### src/rtl/sum_accumulator_if.sv
// Stream interface of the sum accumulator: adder sums in, accumulated totals out.
interface sum_accumulator_if #(
    parameter int IN_W  = 10,
    parameter int ACC_W = 12,
    parameter int CNT_W = 2
);
    logic [IN_W-1:0]  in_data;
    logic             in_valid;
    logic [ACC_W-1:0] out_data;
    logic             out_valid;
    logic             out_ready;
    logic             overflow;
    logic [7:0]       drop_cnt;
    logic [CNT_W-1:0] sample_cnt;

    // Producer of samples and consumer of totals.
    modport master (
        output in_data, in_valid, out_ready,
        input  out_data, out_valid, overflow, drop_cnt, sample_cnt
    );

    // The accumulator itself.
    modport slave (
        input  in_data, in_valid, out_ready,
        output out_data, out_valid, overflow, drop_cnt, sample_cnt
    );
endinterface

### src/rtl/sum_accumulator.sv
// Sums each group of ACC_LEN valid input samples and queues the totals in a
// first-word-fall-through FIFO; totals arriving at a full FIFO are dropped
// and counted.
module sum_accumulator #(
    parameter int IN_W       = 10,
    parameter int ACC_LEN    = 4,
    parameter int ACC_W      = 12,
    parameter int FIFO_DEPTH = 4
) (
    input  logic               clk,
    input  logic               rst_n,   // active-high synchronous reset
    sum_accumulator_if.slave   bus
);
    localparam int CNT_W = $clog2(ACC_LEN);
    localparam int PTR_W = $clog2(FIFO_DEPTH);
    localparam logic [CNT_W-1:0] LAST_IDX = CNT_W'(ACC_LEN - 1);
    localparam logic [PTR_W:0]   OCC_FULL = (PTR_W + 1)'(FIFO_DEPTH);

    logic [ACC_W-1:0] acc;
    logic [CNT_W-1:0] sample_cnt_r;
    logic [ACC_W-1:0] mem [FIFO_DEPTH];
    logic [PTR_W-1:0] wr_ptr;
    logic [PTR_W-1:0] rd_ptr;
    logic [PTR_W:0]   occ;
    logic             overflow_r;
    logic [7:0]       drop_cnt_r;

    logic [ACC_W-1:0] in_ext;
    logic [ACC_W-1:0] sum_next;
    logic             grp_done;
    logic             fifo_full;
    logic             fifo_empty;
    logic             push;
    logic             pop;
    logic             drop;

    // Drop counter sticks at its maximum instead of wrapping.
    function automatic logic [7:0] sat_inc8(input logic [7:0] v);
        return (v == 8'hFF) ? v : v + 8'd1;
    endfunction

    // Zero-extension of an input sample to accumulator width; the width rule
    // guarantees the group total never exceeds ACC_W bits.
    function automatic logic [ACC_W-1:0] widen(input logic [IN_W-1:0] v);
        return {{(ACC_W - IN_W){1'b0}}, v};
    endfunction

    assign in_ext     = widen(bus.in_data);
    assign sum_next   = acc + in_ext;
    assign grp_done   = bus.in_valid && (sample_cnt_r == LAST_IDX);
    assign fifo_full  = (occ == OCC_FULL);
    assign fifo_empty = (occ == '0);
    // A pop at full frees the slot the simultaneous push needs.
    assign pop        = !fifo_empty && bus.out_ready;
    assign push       = grp_done && (!fifo_full || pop);
    assign drop       = grp_done && fifo_full && !pop;

    // Group accumulation: gaps in in_valid simply hold the partial sum.
    always_ff @(posedge clk) begin
        if (rst_n) begin
            acc          <= '0;
            sample_cnt_r <= '0;
        end else if (bus.in_valid) begin
            if (sample_cnt_r == LAST_IDX) begin
                acc          <= '0;
                sample_cnt_r <= '0;
            end else begin
                acc          <= sum_next;
                sample_cnt_r <= sample_cnt_r + 1'b1;
            end
        end
    end

    // FIFO storage; contents are only observable through occupancy, so no reset.
    always_ff @(posedge clk) begin
        if (push) begin
            mem[wr_ptr] <= sum_next;
        end
    end

    // FIFO pointers and occupancy; pointers wrap naturally at FIFO_DEPTH.
    always_ff @(posedge clk) begin
        if (rst_n) begin
            wr_ptr <= '0;
            rd_ptr <= '0;
            occ    <= '0;
        end else begin
            if (push) wr_ptr <= wr_ptr + 1'b1;
            if (pop)  rd_ptr <= rd_ptr + 1'b1;
            case ({push, pop})
                2'b10:   occ <= occ + 1'b1;
                2'b01:   occ <= occ - 1'b1;
                default: occ <= occ;
            endcase
        end
    end

    // Overflow bookkeeping for totals lost to a full FIFO.
    always_ff @(posedge clk) begin
        if (rst_n) begin
            overflow_r <= 1'b0;
            drop_cnt_r <= '0;
        end else if (drop) begin
            overflow_r <= 1'b1;
            drop_cnt_r <= sat_inc8(drop_cnt_r);
        end
    end

    // Outputs come from registered state only; an empty FIFO presents zero.
    assign bus.out_valid  = !fifo_empty;
    assign bus.out_data   = fifo_empty ? '0 : mem[rd_ptr];
    assign bus.overflow   = overflow_r;
    assign bus.drop_cnt   = drop_cnt_r;
    assign bus.sample_cnt = sample_cnt_r;
endmodule
### src/flat_wrapper.sv
// flat-port wrapper written by rule: the top's interface ports become plain ports
module sum_accumulator_flat 
#(
    parameter int IN_W       = 10,
    parameter int ACC_LEN    = 4,
    parameter int ACC_W      = 12,
    parameter int FIFO_DEPTH = 4
)
  (clk, rst_n, bus_in_data, bus_in_valid, bus_out_ready, bus_out_data, bus_out_valid, bus_overflow, bus_drop_cnt, bus_sample_cnt);
  sum_accumulator_if #(.IN_W(IN_W), .ACC_W(ACC_W)) bus_i ();
  input  logic clk;
  input  logic rst_n;
  input wire logic [$bits(bus_i.in_data)-1:0] bus_in_data;
  input wire logic [$bits(bus_i.in_valid)-1:0] bus_in_valid;
  input wire logic [$bits(bus_i.out_ready)-1:0] bus_out_ready;
  output wire logic [$bits(bus_i.out_data)-1:0] bus_out_data;
  output wire logic [$bits(bus_i.out_valid)-1:0] bus_out_valid;
  output wire logic [$bits(bus_i.overflow)-1:0] bus_overflow;
  output wire logic [$bits(bus_i.drop_cnt)-1:0] bus_drop_cnt;
  output wire logic [$bits(bus_i.sample_cnt)-1:0] bus_sample_cnt;
  assign bus_i.in_data = bus_in_data;
  assign bus_i.in_valid = bus_in_valid;
  assign bus_i.out_ready = bus_out_ready;
  assign bus_out_data = bus_i.out_data;
  assign bus_out_valid = bus_i.out_valid;
  assign bus_overflow = bus_i.overflow;
  assign bus_drop_cnt = bus_i.drop_cnt;
  assign bus_sample_cnt = bus_i.sample_cnt;
  sum_accumulator #(.IN_W(IN_W), .ACC_LEN(ACC_LEN), .ACC_W(ACC_W), .FIFO_DEPTH(FIFO_DEPTH)) u_core (.clk(clk), .rst_n(rst_n), .bus(bus_i));
endmodule
### config.mk
export PLATFORM = sky130hd
export DESIGN_NAME = sum_accumulator_flat
export DESIGN_NICKNAME = d
export VERILOG_FILES = /design/src/rtl/sum_accumulator_if.sv /design/src/rtl/sum_accumulator.sv /design/src/flat_wrapper.sv
export SDC_FILE = /design/constraint.sdc
export NUM_CORES = 1
export LEC_CHECK = 0
export CORE_ASPECT_RATIO = 2
export CORE_MARGIN = 3
export CORE_UTILIZATION = 26
export CTS_CLUSTER_DIAMETER = 100
export CTS_CLUSTER_SIZE = 20
export DETAILED_ROUTE_END_ITERATION = 10
export PLACE_DENSITY = 0.54
export SLEW_MARGIN = 5
export SYNTH_ARGS = -nofsm -noshare
export SYNTH_HDL_FRONTEND = slang
export SYNTH_SLANG_ARGS = --single-unit
export TNS_END_PERCENT = 30
### constraint.sdc
create_clock -name clk -period 2.45 [get_ports clk]
set_input_delay 0.3675 -clock clk [delete_from_list [all_inputs] [get_ports clk]]
set_output_delay 0.3675 -clock clk [all_outputs]
set_load 0.005 [all_outputs]
==> summary.md, run 1 <==
| Metric | Value |
|---|---|
| Final setup viols | `0` |
| Maxcap violations | `0` |
| Final net count | `414` |
| WL final | `8450 um` |
| Die height | `177.2 um` |
| Gr usage total | `10.91%` |
| CP Capture Type | `primary output` |
| Chip width | `91.60 um` |
| Via count | `2711` |
| WP buf/inv | `2` |
| Clock share of power | `34.3%` |
| Internal power | `2931 uW` |
| RSZ-0062 raised after global routing | `no` |
| Reg power frac | `39.5%` |
| I/O pin count | `38` |
| Top cells by area, synth | `edfxtp_1 (38%), dfxtp_1 (17%), mux4_2 (7.1%)` |
| GRT met1 Usage | `11.64%` |
| Final Skew | `0.01013 ns` |
| Clk buf depth | `2` |
| CP Max Fanout | `12` |
| Post_cts resized | `0` |
| Place WS | `-0.2109 ns` |
| Hold_buf cts | `0` |
| Synth Warn # | `0` |
| Worst vdd ir | `0.2987 mV` |
| DP HPWL | `6273 um` |
| # clock sinks | `80` |
| Final Critical Period | `2.339 ns` |
| PwrDens | `813.7 mW/mm2` |
| Leakage | `0.001750 uW` |
| H-tree Lvls | `3` |
| Yosys top cell by area | `edfxtp_1` |
| Ys flop type | `edfxtp_1` |
| Crit path max-delay family | `buffers and inverters` |
| Min-delay worst type | `reg2reg` |
| Period utilization | `95.46%` |
| I/O Buffers | `37` |
| Initial antenna violation count | `0` |
| Gr ovfl total | `0` |
| Crit-path cells | `buf_12 -> mux4_2 -> and2_1 -> clkdlybuf4s50_1` |
| Gr busiest metal | `met2` |
| Crit path launch type | `register` |
| Pin count of the biggest net entering global routing | `33` |
| Worst-skew pair later-pin latency | `0.34 ns` |
| Global routing met3 resource utilization | `1.915%` |
| Status | `finished clean` |
| FMAX | `427.6 MHz` |
| Initial drt markers | `119` |
| Relative slew slack | `52.62%` |
| Site Rows | `62` |
| Die ar. | `0.01623 mm2` |
| Antenna Cells | `0` |
| Final Hold Viols | `0` |
| Synthesized area per cell | `12.13 um2` |
| First-pass DRT Iterations | `4` |
| Post-synth design cell area | `0.003810 mm2` |
| First-pass GRT wire length | `13820 um` |
| Area Growth Syn to Fin | `30.08%` |
| Register area share after synthesis | `54.65%` |
| CORE AREA | `0.01435 mm2` |
| Netlist cell types | `48` |
| Share of layout cells above drive strength 1 | `17.31%` |
| Setup ws final | `0.1113 ns` |
| Slowest cell delay on critical path | `0.51 ns` |
| Worst EP arrival | `1.97 ns` |
| Vias/cell | `4.682` |
| Max Slew Vio Count | `0` |
| Yosys top cell area share | `37.83%` |
| Post-CTS Setup Repair Bufs | `0` |
| Hold slack | `0.4838 ns` |
| Post-synthesis cell count | `314` |
| Worst EP required | `2.08 ns` |
| Initial core utilization | `26.55%` |
| Slowest CP cell | `mux4_2` |
| Routability Congestion | `0.7847` |
| Combinational power share | `26.2%` |
| Worst Tran Pin Value | `0.7108 ns` |
| Ys async rst share | `0%` |
| Worst-path clk slew | `0.07 ns` |
| CTS root buf | `clkbuf_16` |
| Met2 Use GR | `20.55%` |
| Residual DRC | `0` |
| Syn Nets | `346` |
| CTS buffer count | `9` |
| Critical path class | `reg2out` |
| Sw Ratio | `27.30%` |
| Seq cells post-synth | `80` |
| P_sw | `1101 uW` |
| CTS tree | `built` |
| Antenna Nets Post-Route | `0` |
| Vias in the first global route | `2760` |
| EDFF count, synth | `48` |
| Per-cell routed wire length | `14.59 um` |
[worst paths after layout]
check,cells after the start,endpoint,from,slack [ns]
worst max-delay path,4,bus_out_data[0],register,0.11
worst min-delay path,2,u_core.acc[5]$_SDFFE_PP0P_,u_core.acc[5]$_SDFFE_PP0P_,0.48
worst max register to register,8,u_core.mem[2][10]$_DFFE_PP_,u_core.acc[0]$_SDFFE_PP0P_,0.30
worst min register to register,2,u_core.acc[5]$_SDFFE_PP0P_,u_core.acc[5]$_SDFFE_PP0P_,0.48
[cells by family after synthesis]
group                      after synthesis  share of synthesized area, %
DFF                                     80                         54.65
muxes                                   14                         7.619
xor gates and xnor gates                17                         3.908
adders and majority gates               18                         6.305
and+or+nand+nor                        103                         14.06
AOI/OAI and AO/OA                       57                         10.80
buffers and inverters                   25                         2.660
[state kept, by name, summed over array words and instances, names as in the netlist, named ones only]
name                   cells
u_core.occ                 3
u_core.acc                12
u_core.wr_ptr              2
u_core.bus.overflow        1
u_core.bus.drop_cnt        8
u_core.rd_ptr              2
u_core.bus.sample_cnt      2
u_core.mem                48
[power groups by stage]
| stage | clock (uW) | sequential (uW) | combinational [uW] |
|---|---|---|---|
| 2_1_floorplan | 0 | 1610 | 599 |
| 3_3_place_gp | 0 | 1620 | 1050 |
| 3_5_place_dp | 0 | 1620 | 1080 |
| 4_1_cts | 1420 | 1590 | 1080 |
| 5_1_grt | 1470 | 1600 | 1190 |
| 6_report | 1380 | 1590 | 1060 |
[Yosys cell counts (5+ instances only)]
cell type   n
or3_1       5
edfxtp_1   48
xnor2_1    14
mux4_2     12
clkbuf_1    5
ha_1       16
nor2_1     32
and2_1     19
nand2_1    14
dfxtp_1    32
inv_1      13
buf_2       6
o21ai_0     8
a22oi_1     6
a21oi_1    14
nand3_1    10
nor3_1      6
[area by class of cell]
class | count | area, um2
fillers | 1425 | 9395
flip-flops and latches | 80 | 2083
multi-input cells | 209 | 1644
repair buffers | 69 | 623.1
clock buffers | 11 | 275.3
well taps | 192 | 240.2
inverters | 13 | 48.80
clock inverters | 5 | 41.29
[cells in the final DEF, fill, tap and decap left out, types with 3 or more instances in the layout]
| master | netlist | final |
|---|---|---|
| xnor2_1 | 14 | 12 |
| a21oi_1 | 14 | 14 |
| a211oi_1 | 3 | 3 |
| nor2_1 | 32 | 32 |
| or3_1 | 5 | 5 |
| a211o_1 | 3 | 3 |
| clkdlybuf4s50_1 | 0 | 37 |
| mux4_2 | 12 | 12 |
| ha_1 | 16 | 16 |
| nand2_1 | 14 | 14 |
| edfxtp_1 | 48 | 48 |
| o21a_1 | 3 | 3 |
| clkbuf_16 | 0 | 11 |
| nand3_1 | 10 | 10 |
| a21o_1 | 3 | 3 |
| a22oi_1 | 6 | 6 |
| and2_1 | 19 | 19 |
| a31oi_1 | 3 | 3 |
| buf_4 | 0 | 31 |
| o21ai_0 | 8 | 8 |
| xor2_1 | 3 | 3 |
| nor3_1 | 6 | 6 |
| o211ai_1 | 3 | 3 |
| nand4_1 | 3 | 3 |
| inv_1 | 13 | 13 |
| dfxtp_1 | 32 | 31 |
[tightest hold or removal path: cells and delay by family (launching register included)]
kind	cells	cell delay [ns]
compound gates	1	0.05
simple gates	1	0.06
flops	1	0.32
[per-stage QoR]
| step | area (um2) | std cells | TNS [ns] | util [%] | power, uW |
|---|---|---|---|---|---|
| after detailed placement | 4621 | 563 | -3.095 | 32.20 | 2697 |
| after CTS | 4937 | 579 | 0 | 34.40 | 4091 |
| after global placement | 4621 | 563 | -2.297 | 32.20 | 2668 |
| after global routing | 4956 | 579 | 0 | 34.53 | 4258 |
| final | 4956 | 579 | 0 | 34.53 | 4033 |
| after floorplan | 3810 | 314 | 0 | - | 2205 |
[per-layer routing]
| metal | wire length, um | part of all wire (%) |
|---|---|---|
| met2 | 4818 | 57 |
| met3 | 264 | 3.1 |
| met4 | 168 | 2.0 |
| met5 | 0 | 0 |
| met1 | 3198 | 38 |
Note: power is estimated with default switching activity, not from simulation.
==> run 2: changes to the inputs <==
PLACE_DENSITY = 0.55   (was 0.54)
clock period = 2 ns   (was 2.45 ns; I/O delays follow)
==> run 2 against run 1 <==
Effect of this change:
- the run now ends with setup timing left
- worst setup slack got worse by 0.13 ns
- sequential power is 23% higher
- count of clock-buffer cells in the layout is 1 lower
- flip-flop and latch count stayed put
- via count grew 2.1%
- first-iteration DRC count decreased by 15%
- critical path type unchanged
==> summary.md, run 2 (same netlist as run 1, synthesis figures left out) <==
| Metric | Value |
|---|---|
| Area Growth Syn to Fin | `42.20% (was 30.08%)` |
| Setup ws final | `-0.02285 ns (was 0.1113 ns)` |
| H-tree Lvls | `3 (unchanged)` |
| Period utilization | `101.1%` |
| I/O Buffers | `37 (unchanged)` |
| Worst-skew pair later-pin latency | `0.33 ns (was 0.34 ns)` |
| Final net count | `443 (was 414)` |
| Vias/cell | `4.553 (was 4.682)` |
| Vias in the first global route | `2876 (was 2760)` |
| Most frequent cells in the layout | `edfxtp_1 (48), buf_4 (44), nor2_1 (32), dfxtp_1 (28), clkdlybuf4s50_1 (19) (was edfxtp_1 (48), clkdlybuf4s50_1 (37), nor2_1 (32), dfxtp_1 (31), buf_4 (31))` |
| RSZ-0062 raised after global routing | `yes (was no)` |
| Worst EP required | `1.70 ns (was 2.08 ns)` |
| Reg-to-Reg End | `u_core.mem[1][6]$_DFFE_PP_ (was u_core.mem[2][10]$_DFFE_PP_)` |
| Via count | `2768 (was 2711)` |
| DP HPWL | `6518 um (was 6273 um)` |
| Worst-path clk slew | `0.06 ns (was 0.07 ns)` |
| Gr ovfl total | `0 (unchanged)` |
| # clock sinks | `80 (unchanged)` |
| Final Skew | `0.008448 ns (was 0.01013 ns)` |
| Initial antenna violation count | `0 (unchanged)` |
| Antenna Cells | `0 (unchanged)` |
| Max Slew Vio Count | `0 (unchanged)` |
| Clk buf depth | `2 (unchanged)` |
| Max reg flops | `48 (unchanged)` |
| Post-route setup TNS | `-0.06690 ns (was 0 ns)` |
| Routability Congestion | `0.7915 (was 0.7847)` |
| Final Non-Filler Cells | `608 (was 579)` |
| CORE AREA | `0.01435 mm2 (unchanged)` |
| Maxcap violations | `0 (unchanged)` |
| Initial drt markers | `101 (was 119)` |
| Fin util | `37.75% (was 34.53%)` |
| Initial core utilization | `26.55% (unchanged)` |
| Critical path class | `reg2out (unchanged)` |
| RR Startpoint | `u_core.acc[0]$_SDFFE_PP0P_ (unchanged)` |
| Relative slew slack | `73.14% (was 52.62%)` |
| Gr usage total | `11.69% (was 10.91%)` |
| Final Hold Viols | `0 (unchanged)` |
| CTS tree | `built (unchanged)` |
| Chip width | `91.60 um (unchanged)` |
| Hold_buf cts | `0 (unchanged)` |
| Residual DRC | `0 (unchanged)` |
| Die height | `177.2 um (unchanged)` |
| Worst Tran Pin Value | `0.4011 ns (was 0.7108 ns)` |
| PwrDens | `955.3 mW/mm2 (was 813.7 mW/mm2)` |
| Min-delay worst type | `reg2reg (unchanged)` |
| Share of layout cells above drive strength 1 | `33.41% (was 17.31%)` |
| Final setup viols | `5 (was 0)` |
| CP Max Fanout | `4 (was 12)` |
| Worst vdd ir | `0.3926 mV (was 0.2987 mV)` |
| CTS root buf | `clkbuf_16 (unchanged)` |
| Post-Place Cells | `577 (was 563)` |
| Crit path launch type | `register (unchanged)` |
| Hold slack | `0.4835 ns (was 0.4838 ns)` |
| I/O pin count | `38 (unchanged)` |
| Filler instances | `1384 (was 1425)` |
| Failing checks | `setup timing` |
| FMAX | `494.4 MHz` |
| Commonest non-fill, non-tap cell in the layout | `edfxtp_1 (unchanged)` |
| CTS buffer count | `9 (unchanged)` |
| Worst r2r path cells | `8 (unchanged)` |
| Leakage | `0.002011 uW (was 0.001750 uW)` |
| WL final | `9045 um (was 8450 um)` |
| Status | `finished with violations (was finished clean)` |
| Worst EP arrival | `1.72 ns (was 1.97 ns)` |
| Site Rows | `62 (unchanged)` |
| R2R setup slack | `0.03 ns (was 0.30 ns)` |
| Die ar. | `0.01623 mm2 (unchanged)` |
| Per-cell routed wire length | `14.88 um (was 14.59 um)` |
| CP Capture Type | `primary output (unchanged)` |
| Antenna Nets Post-Route | `0 (unchanged)` |
| Pin count of the biggest net entering global routing | `20 (was 33)` |
| First-pass GRT wire length | `14560 um (was 13820 um)` |
| First-pass DRT Iterations | `4 (unchanged)` |
| Final Critical Period | `2.023 ns` |
| Largest reg by FF count | `u_core.mem (unchanged)` |
| CP Capture Point | `bus_out_data[10] (was bus_out_data[0])` |
## run 2: changes by cell type in the layout (fill, tap and decap cells not counted), moves of 5 or more
| cell | delta |
|---|---|
| and2_4 | +11 |
| buf_6 | +16 |
| buf_4 | +13 |
| and2_1 | -11 |
| buf_12 | +6 |
| ha_4 | +5 |
| buf_2 | +5 |
| clkdlybuf4s50_1 | -18 |
| ha_1 | -6 |
## run 2: how the worst min path moves through the flow
stage | start | to | slack, ns | depth (start not counted)
CTS | bus_in_data[0] | u_core.mem[2][0]$_DFFE_PP_ | 0.47 | 2
global route | bus_in_data[0] | u_core.mem[2][0]$_DFFE_PP_ | 0.50 | 2
finish | u_core.bus.overflow$_SDFFE_PP0P_ | u_core.bus.overflow$_SDFFE_PP0P_ | 0.48 | 2
global placement | u_core.bus.overflow$_SDFFE_PP0P_ | u_core.bus.overflow$_SDFFE_PP0P_ | 0.46 | 2
detailed placement | u_core.acc[5]$_SDFFE_PP0P_ | u_core.acc[5]$_SDFFE_PP0P_ | 0.47 | 2
floorplan | u_core.acc[5]$_SDFFE_PP0P_ | u_core.acc[5]$_SDFFE_PP0P_ | 0.45 | 2
## run 2: where the power goes
| part | total (uW) | switching, uW | internal [uW] |
|---|---|---|---|
| Sequential | 1950 | 65.2 | 1890 |
| Clock | 1470 | 637 | 832 |
| Combinational | 1760 | 721 | 1040 |
| Total | 5180 | 1420 | 3750 |
## run 2: cell type report
type	instances	area, um2	area share [%]
tap	192	240.2	4.434
multi-input combinational	209	1817	33.53
inverter	13	48.80	0.9007
clock buffer	10	229.0	4.226
clock inverter	6	36.28	0.6697
timing repair buffer	98	957.2	17.67
sequential	80	2090	38.57
## run 2: metal layers
layer	routed length (um)	vias up	track usage, %	share of wire (%)
met5	0	-	0	0
met4	169	0	5.856	1.9
met3	214	9	1.745	2.4
met2	5423	40	23.05	60
met1	3238	1360	11.44	36
li1	-	1359	-	-
## run 2: timing repair
action | 4_1_cts | 5_1_grt
endpoints found under the setup margin | 42 | 42
resized for setup | 97 | 17
pin swaps | 24 | 16
setup buffers | 14 | 3
cloned | 1 | 0
## run 2: per-stage QoR
step / instance area [um2] / power [uW] / setup WS [ns]
after floorplan: 3840 / 2746 / 0.01783
after global placement: 4806 / 3354 / -0.5245
after detailed placement: 4806 / 3391 / -0.5837
after CTS: 5328 / 5191 / -0.06505
after global routing: 5418 / 5456 / -0.06720
final: 5418 / 5175 / -0.02285
## run 2: worst max-delay path, stage by stage (launching register included)
cell and delay [ns]:
dfxtp_4 0.40, buf_12 0.13, buf_6 0.10, mux4_2 0.50, and2_4 0.15, buf_6 0.10
==> run 3: changes to the inputs <==
--- a/config.mk
+++ b/config.mk
@@ -9,3 +9,3 @@
 export CORE_MARGIN = 3
-export CORE_UTILIZATION = 26
+export CORE_UTILIZATION = 51
 export CTS_CLUSTER_DIAMETER = 100
@@ -13,3 +13,4 @@
 export DETAILED_ROUTE_END_ITERATION = 10
-export PLACE_DENSITY = 0.55
+export HOLD_SLACK_MARGIN = 0.1
+export PLACE_DENSITY = 0.86
 export SLEW_MARGIN = 5
==> constraint.sdc (replaced) <==
create_clock -name clk -period 2 [get_ports clk]
set_input_delay 0.5 -clock clk [delete_from_list [all_inputs] [get_ports clk]]
set_output_delay 0.5 -clock clk [all_outputs]
set_load 0.005 [all_outputs]
==> run 3 against run 2 <==
Effect of this change:
- combinational power increased by 4%
- clock skew fell by 0.00076 ns
- design area is 1.4% lower
- clock power about the same
- worst setup slack got worse by 0.20 ns
- via count rose by 8.1%
- the run still ends with setup timing left
- routed wire length grew 5.5%
- cell count is 16% lower
- highest routed layer unchanged
==> summary.md, run 3 (same netlist as run 1, synthesis figures left out) <==
| Metric | Value |
|---|---|
| Initial core utilization | `52.43% (was 26.55%)` |
| Antenna Nets Post-Route | `0 (unchanged)` |
| Top cell by count, worst path | `buf_6 (unchanged)` |
| Largest reg by FF count | `u_core.mem (unchanged)` |
| Initial drt markers | `152 (was 101)` |
| Gr ovfl total | `0 (unchanged)` |
| Crit-path cells | `buf_12 -> buf_6 -> mux4_2 -> and2_4 -> buf_6 (unchanged)` |
| I/O Buffers | `37 (unchanged)` |
| Post-Place Cells | `480 (was 577)` |
| CTS buffer count | `9 (unchanged)` |
| Worst EP required | `1.50 ns (was 1.70 ns)` |
| CP Max Fanout | `5 (was 4)` |
| Worst vdd ir | `0.5704 mV (was 0.3926 mV)` |
| Die ar. | `0.008606 mm2 (was 0.01623 mm2)` |
| Final setup viols | `24 (was 5)` |
| Critical path class | `reg2out (unchanged)` |
| CORE AREA | `0.007267 mm2 (was 0.01435 mm2)` |
| CP Capture Type | `primary output (unchanged)` |
| Initial antenna violation count | `0 (unchanged)` |
| H-tree Lvls | `3 (unchanged)` |
| Max reg flops | `48 (unchanged)` |
| Relative slew slack | `70.41% (was 73.14%)` |
| Via count | `2992 (was 2768)` |
| Gr usage total | `23.44% (was 11.69%)` |
| Residual DRC | `0 (unchanged)` |
| Period utilization | `111.2% (was 101.1%)` |
| Chip width | `67.12 um (was 91.60 um)` |
| Worst hold start | `u_core.bus.overflow$_SDFFE_PP0P_ (unchanged)` |
| # clock sinks | `80 (unchanged)` |
| Final net count | `445 (was 443)` |
| PwrDens | `989.2 mW/mm2 (was 955.3 mW/mm2)` |
| Failing checks | `setup timing (unchanged)` |
| Pin count of the biggest net entering global routing | `20 (unchanged)` |
| Status | `finished with violations (unchanged)` |
| Final Hold Viols | `0 (unchanged)` |
| Leakage | `0.002014 uW (was 0.002011 uW)` |
| Antenna Cells | `0 (unchanged)` |
| Die height | `128.2 um (was 177.2 um)` |
| Vias in the first global route | `3069 (was 2876)` |
| Per-cell routed wire length | `18.72 um (was 14.88 um)` |
| Hold_buf cts | `0 (unchanged)` |
| Filler instances | `455 (was 1384)` |
| Clk buf depth | `2 (unchanged)` |
| Slowest CP cell | `mux4_2 (unchanged)` |
| First-pass DRT Iterations | `4 (unchanged)` |
| FMAX | `449.6 MHz (was 494.4 MHz)` |
| First-pass GRT wire length | `14750 um (was 14560 um)` |
| Min-delay worst type | `reg2reg (unchanged)` |
| CTS root buf | `clkbuf_16 (unchanged)` |
| RR Startpoint | `u_core.acc[0]$_SDFFE_PP0P_ (unchanged)` |
| Final Skew | `0.007685 ns (was 0.008448 ns)` |
| Vias/cell | `5.867 (was 4.553)` |
| Worst EP arrival | `1.72 ns (about the same)` |
| RSZ-0062 raised after global routing | `yes (unchanged)` |
| Most frequent cells in the layout | `buf_4 (48), edfxtp_1 (48), nor2_1 (32), dfxtp_1 (27), clkdlybuf4s50_1 (16) (was edfxtp_1 (48), buf_4 (44), nor2_1 (32), dfxtp_1 (28), clkdlybuf4s50_1 (19))` |
| I/O pin count | `38 (unchanged)` |
| Area Growth Syn to Fin | `40.20% (was 42.20%)` |
| Worst-skew pair later-pin latency | `0.34 ns (was 0.33 ns)` |
| Worst-path clk slew | `0.06 ns (about the same)` |
| Final Non-Filler Cells | `510 (was 608)` |
| Crit path launch type | `register (unchanged)` |
| Final Critical Period | `2.224 ns (was 2.023 ns)` |
| WL final | `9545 um (was 9045 um)` |
| Routability Congestion | `0.8394 (was 0.7915)` |
| Setup ws final | `-0.2240 ns (was -0.02285 ns)` |
| Max Slew Vio Count | `0 (unchanged)` |
| DP HPWL | `6002 um (was 6518 um)` |
| Share of layout cells above drive strength 1 | `36.36% (was 33.41%)` |
| Slowest cell delay on critical path | `0.50 ns (about the same)` |
| CTS tree | `built (unchanged)` |
| Maxcap violations | `0 (unchanged)` |
| WP buf/inv | `3 (unchanged)` |
| Worst Tran Pin Value | `0.4422 ns (was 0.4011 ns)` |
| Crit path max-delay family | `multiplexers (unchanged)` |
| Site Rows | `44 (was 62)` |
| Post-route setup TNS | `-2.703 ns (was -0.06690 ns)` |
==> run 3: area by class of cell <==
class	instances	area (um2)	share of cell area (%)
well taps	92	115.1	2.155
flip-flops and latches	80	2091	39.14
multi-input cells	209	1888	35.35
clock buffers	10	229.0	4.287
clock inverters	6	45.04	0.8433
repair buffers	100	924.6	17.31
inverters	13	48.80	0.9136
==> run 3: per-layer routing <==
| layer | vias up | wire, um | GRT usage [%] |
|---|---|---|---|
| met5 | - | 0 | 0 |
| met3 | 29 | 480 | 5.263 |
| li1 | 1371 | - | - |
| met2 | 125 | 5503 | 42.46 |
| met1 | 1467 | 3228 | 23.73 |
| met4 | 0 | 333 | 12.68 |
==> run 3: path summary, 6_finish.rpt <==
path	to	slack (ns)	cells after the start
max	bus_out_data[8]	-0.22	5
min	u_core.bus.overflow$_SDFFE_PP0P_	0.49	2
max reg2reg	u_core.mem[2][10]$_DFFE_PP_	-0.08	8
min reg2reg	u_core.bus.overflow$_SDFFE_PP0P_	0.49	2
==> run 3: power by group <==
| part | leakage, uW | switching [uW] | internal [uW] | total [uW] |
|---|---|---|---|---|
| Combinational | 0.00119 | 781 | 1050 | 1830 |
| Sequential | 0.000699 | 65.4 | 1890 | 1950 |
| Clock | 0.000125 | 661 | 844 | 1500 |
==> run 3: metrics by stage <==
step	hold WS (ns)	area, um2	utilization, %	power [uW]	worst slack, ns
global placement	0.4691	4743	65.27	3335	-0.7113
floorplan	0.4491	3869	-	2731	-0.09756
finish	0.4893	5341	73.50	5284	-0.2240
global route	0.5147	5341	73.50	5510	-0.2592
detailed placement	0.4773	4743	65.27	3399	-0.8110
CTS	0.4992	5228	71.94	5052	-0.2421
==> run 3: timing repair <==
| item | CTS | global route |
|---|---|---|
| setup endpoints to repair | 53 | 53 |
| pin swaps | 27 | 7 |
| gates resized for setup | 89 | 29 |
| buffers inserted | 10 | 3 |
| cloned | 1 | 0 |
==> run 3: worst register-to-register path: stages (launching register included) <==
cell	delay, ns
dfxtp_2	0.35
ha_4	0.14
inv_2	0.03
fa_2	0.38
nor2b_4	0.14
o31a_1	0.25
o31ai_4	0.10
o21a_2	0.25
xnor2_2	0.17
==> variant 1, RTL diff (settings of run 1) <==
`FIFO_DEPTH` is set to 4 in 2 places; all go to 2.
--- a/src/rtl/sum_accumulator.sv
+++ b/src/rtl/sum_accumulator.sv
@@ -6,5 +6,5 @@
     parameter int ACC_LEN    = 4,
     parameter int ACC_W      = 12,
-    parameter int FIFO_DEPTH = 4
+    parameter int FIFO_DEPTH = 2
 ) (
     input  logic               clk,
--- a/src/flat_wrapper.sv
+++ b/src/flat_wrapper.sv
@@ -5,5 +5,5 @@
     parameter int ACC_LEN    = 4,
     parameter int ACC_W      = 12,
-    parameter int FIFO_DEPTH = 4
+    parameter int FIFO_DEPTH = 2
 )
   (clk, rst_n, bus_in_data, bus_in_valid, bus_out_ready, bus_out_data, bus_out_valid, bus_overflow, bus_drop_cnt, bus_sample_cnt);
Check against the original RTL: no difference found for any inputs over 4 cycles, from zero or initial values and one cycle with rst_n high; that may be too few to reach the edited logic, so the function may still have changed.
==> variant 1 against run 1 <==
Hold slack worse by 0.0094 ns; worst setup slack worse by 0.015 ns; synthesized area down 32%; count of clock-buffer cells in the layout down 5; sequential cell count down 28; total power down 49%; final area down 31%; non-clock buffer count down 14; core utilization up 0.26 points; routed wire length down 31%; via count down 27%; critical path type is now in -> reg.
==> variant 1: results (changes against run 1) <==
Iter 0 DRT Violations: 71 (was 119)
Pin count of the biggest net entering global routing: 24 (was 33)
Max incr delay on CP: 0.43 ns (was 0.51 ns)
Maximum VDD drop: 0.264 mV (was 0.299 mV)
Total Routing Usage GR: 10.8% (was 10.9%)
CP max-delay cell: fa_1 (was mux4_2)
GR Layer Usage met3: 1.35% (was 1.91%)
Final Cycle Share: 96.1% (was 95.5%)
Mean Syn Cell Area: 10.6 µm² (was 12.1 µm²)
Ys flop type: dfxtp_1 (was edfxtp_1)
Compound-Gate Fraction of Synth Area: 13.7% (was 10.8%)
Num CTS Buffers: 5 (was 9)
Yosys cell types: 50 (was 48)
H-tree lvl count: 2 (was 3)
Met3 WL post-DR: 173 µm (was 264 µm)
Syn nets: 274 (was 346)
Area contributors post-synth: edfxtp_1, dfxtp_1, ha_1 (was edfxtp_1, dfxtp_1, mux4_2)
Status: finished clean (unchanged)
M1 GR Usage: 9.74% (was 11.6%)
Met2 wire len: 3340 µm (was 4820 µm)
Setup WS pre-CTS: -0.339 ns (was -0.211 ns)
Post-DP HPWL: 4570 µm (was 6270 µm)
Hold_ws: 0.474 ns (was 0.484 ns)
CP max FO: 3 (was 12)
Critical path data arrival time: 2.58 ns (was 1.97 ns)
Slew headroom: 59.4% (was 52.6%)
Number of flip-flops in the largest register: 24 (was 48)
Vias in the first global route: 2,041 (was 2,760)
Via count: 1,967 (was 2,711)
Gpl congestion: 0.800 (was 0.785)
WL per Instance: 13.5 µm (was 14.6 µm)
# fillers: 993 (was 1,425)
Placed cell area: 0.00323 mm² (was 0.00462 mm²)
CP startpoint: bus_in_data[0]
GR Layer Usage met2: 21.6% (was 20.5%)
Clk Latency, worst-skew pair: 0.29 ns (was 0.34 ns)
Reg clk slew, reported paths: 0.06 ns
Commonest cells post-synth: nor2_1, dfxtp_1, edfxtp_1, mux2i_1, nand2_1 (was edfxtp_1, dfxtp_1, nor2_1, and2_1, ha_1)
Xor/xnor share of the synthesized area: 5.73% (was 3.91%)
Static leakage: 1.26 nW (was 1.75 nW)
Register area share after synthesis: 49.3% (was 54.6%)
Metal-1 WL: 2030 µm (was 3200 µm)
Multiplexer area fraction after synthesis: 5.78% (was 7.62%)
Final nets: 327 (was 414)
variant 1: cell count changes in the layout (fill, tap and decap cells not counted), sizes merged, moves of 6 or more:
cell	delta
nand3	-6
and2	-15
mux4	-12
mux2i	+13
edfxtp	-24
inv	-8
nor2	+9
buf	-14
variant 1: worst paths after layout:
| kind | endpoint | cells after the start |
|---|---|---|
| min reg2reg | u_core.acc[7] | 2 |
| max reg2reg | u_core.acc[8] | 7 |
| min | u_core.acc[7] | 2 |
| max | u_core.acc[8] | 8 |
variant 1: layout make-up:
type,count,area (µm²),share of cell area (%)
clock buffers,6,129,3.79
clock inverters,2,13.8,0.405
inverters,8,30.0,0.884
multi-input cells,177,1270,37.5
flip-flops and latches,52,1280,37.7
well taps,132,165,4.86
repair buffers,55,505,14.9
variant 1: power by group:
group / total [mW] / switching [mW] / internal (mW)
Clock: 0.686 / 0.305 / 0.381
Sequential: 0.984 / 0.0208 / 0.963
Combinational: 0.405 / 0.212 / 0.193
==> variant 2, RTL diff (config.mk and constraints of run 1) <==
Made on the original files. Reset style: asynchronous (`rst_n`), changed in 3 clocked blocks. Comments in the files are not updated.
--- a/src/rtl/sum_accumulator.sv
+++ b/src/rtl/sum_accumulator.sv
@@ -57,5 +57,5 @@
 
     // Group accumulation: gaps in in_valid simply hold the partial sum.
-    always_ff @(posedge clk) begin
+    always_ff @(posedge clk or posedge rst_n) begin
         if (rst_n) begin
             acc          <= '0;
@@ -80,5 +80,5 @@
 
     // FIFO pointers and occupancy; pointers wrap naturally at FIFO_DEPTH.
-    always_ff @(posedge clk) begin
+    always_ff @(posedge clk or posedge rst_n) begin
         if (rst_n) begin
             wr_ptr <= '0;
@@ -97,5 +97,5 @@
 
     // Overflow bookkeeping for totals lost to a full FIFO.
-    always_ff @(posedge clk) begin
+    always_ff @(posedge clk or posedge rst_n) begin
         if (rst_n) begin
             overflow_r <= 1'b0;
Function: differs if rst_n is asserted again (counterexample within 4 cycles, from zero or initial values and one cycle with rst_n high); with rst_n held inactive, the same outputs for 4 cycles.
==> variant 2 against run 1 <==
Sequential cell count fell by 2; non-clock buffer count fell by 12; register-to-register slack improved by 0.07 ns; synthesized cell count fell by 7.0%; die area rose by 1.0%; final area fell by 1.8%; synthesized area rose by 1.1%; first-iteration DRC count fell by 40%; routed wire length fell by 4.4%; worst setup slack got worse by 0.054 ns.
Power is not compared: it rests on default switching activity, and its combinational part moved more than twofold at a synthesized area within 25%.
==> variant 2: results (changes against run 1) <==
Via count: 2,460 (was 2,711)
Number of setup buffers added after CTS: 1 (was 0)
Crit Reg-Reg Endpoint: u_core.mem[3][10] (was u_core.mem[2][10])
Reg2reg setup slack: 0.37 ns (was 0.30 ns)
Hold_ws: 0.428 ns (was 0.484 ns)
Vias in the first global route: 2,604 (was 2,760)
Gpl congestion: 0.836 (was 0.785)
Power Clock: 1.19 mW
Clk Latency, worst-skew pair: 0.33 ns
Iter 0 DRT Violations: 71 (was 119)
Port Buffers: 37 (unchanged)
Area contributors post-synth: edfxtp_1, dfrtp_1, mux4_2 (was edfxtp_1, dfxtp_1, mux4_2)
Static leakage: 1.92 nW
Commonest cells post-synth: edfxtp_1, dfrtp_1, inv_1, and2_1, ha_1 (was edfxtp_1, dfxtp_1, nor2_1, and2_1, ha_1)
Initial antenna violation count: 0 (unchanged)
Worst Tran Pin Value: 0.423 ns (was 0.711 ns)
Hold WC Path Type: in -> async (was reg -> reg)
Yosys cell types: 52 (was 48)
Pin count of the biggest net entering global routing: 31 (was 33)
Setup WS pre-CTS: -0.143 ns (was -0.211 ns)
Post-DP HPWL: 5850 µm (was 6270 µm)
Register area share after synthesis: 56.9% (was 54.6%)
PwrDens: 1210 mW/mm²
Antenna cells: 0 (unchanged)
Total Routing Usage GR: 10.4% (was 10.9%)
Reg-to-reg startpoint: u_core.acc[0] (unchanged)
CP startpoint: u_core.rd_ptr[0]
Final nets: 379 (was 414)
Asr flop ratio synth: 38.5% (was 0%)
Layout cells sized above 1: 17.3% (about the same)
Status: finished clean (unchanged)
CP max FO: 7 (was 12)
First-pass GRT wire length: 13,000 µm (was 13,800 µm)
Syn nets: 324 (was 346)
Skew final: 0.0101 ns (about the same)
Reg clk slew, reported paths: 0.06 ns
Post_cts resized: 1 (was 0)
Number of flip-flops in the largest register: 48 (unchanged)
Post-Route WL: 8080 µm (was 8450 µm)
Max clock buf depth: 2 (unchanged)
Critical path data arrival time: 2.02 ns (was 1.97 ns)
-- variant 2: worst max-delay path by stage --
| stage | to | slack (ns) | depth (start not counted) |
|---|---|---|---|
| finish | bus_out_data[11] | 0.06 | 4 |
| detailed placement | u_core.mem[3][8] | -0.14 | 9 |
| CTS | bus_out_data[10] | 0.006 | 4 |
| global route | bus_out_data[6] | 0.002 | 4 |
| global placement | u_core.mem[0][8] | -0.08 | 9 |
| floorplan | u_core.occ[2] | 0.34 | 9 |
-- variant 2: final cells by class --
cell class,instances,area [µm²]
clock buffers,11,233
clock inverters,5,35.0
fillers,1507,9560
inverters,25,93.8
multi-input cells,176,1520
flip-flops and latches,78,2190
well taps,192,240
repair buffers,57,556
-- variant 2: stage by stage --
stage,TNS (ns),instance area (µm²),std cells
floorplan,0,3850,292
global placement,-0.778,4550,526
detailed placement,-1.55,4550,526
CTS,0,4830,543
global route,0,4870,544
finish,0,4870,544
-- variant 2: logic make-up (layout without fill, tap and decap cells) --
family,count (synthesis),count (layout),share of synthesized area (%)
flops,78,78,56.9
xor+xnor,21,21,4.78
simple gates,73,73,11.1
buf+inv,38,98,3.84
mux,17,17,8.45
compound gates,47,47,8.65
fa+ha+maj,18,18,6.24
-- variant 2: worst max-delay path: cells and delay by family, from the launching register on --
family                 cells  cell delay (ns)
and+or+nand+nor            1             0.17
buffers and inverters      2             0.59
DFF                        1             0.42
muxes                      1             0.52
-- variant 2: routing by layer --
metal | vias to the layer above | track usage [%] | routed length [µm]
met2 | 39 | 20.1 | 4610
met5 | - | 0 | 0
met4 | 0 | 6.33 | 296
met1 | 1227 | 9.78 | 3000
met3 | 20 | 1.94 | 169
li1 | 1174 | - | -
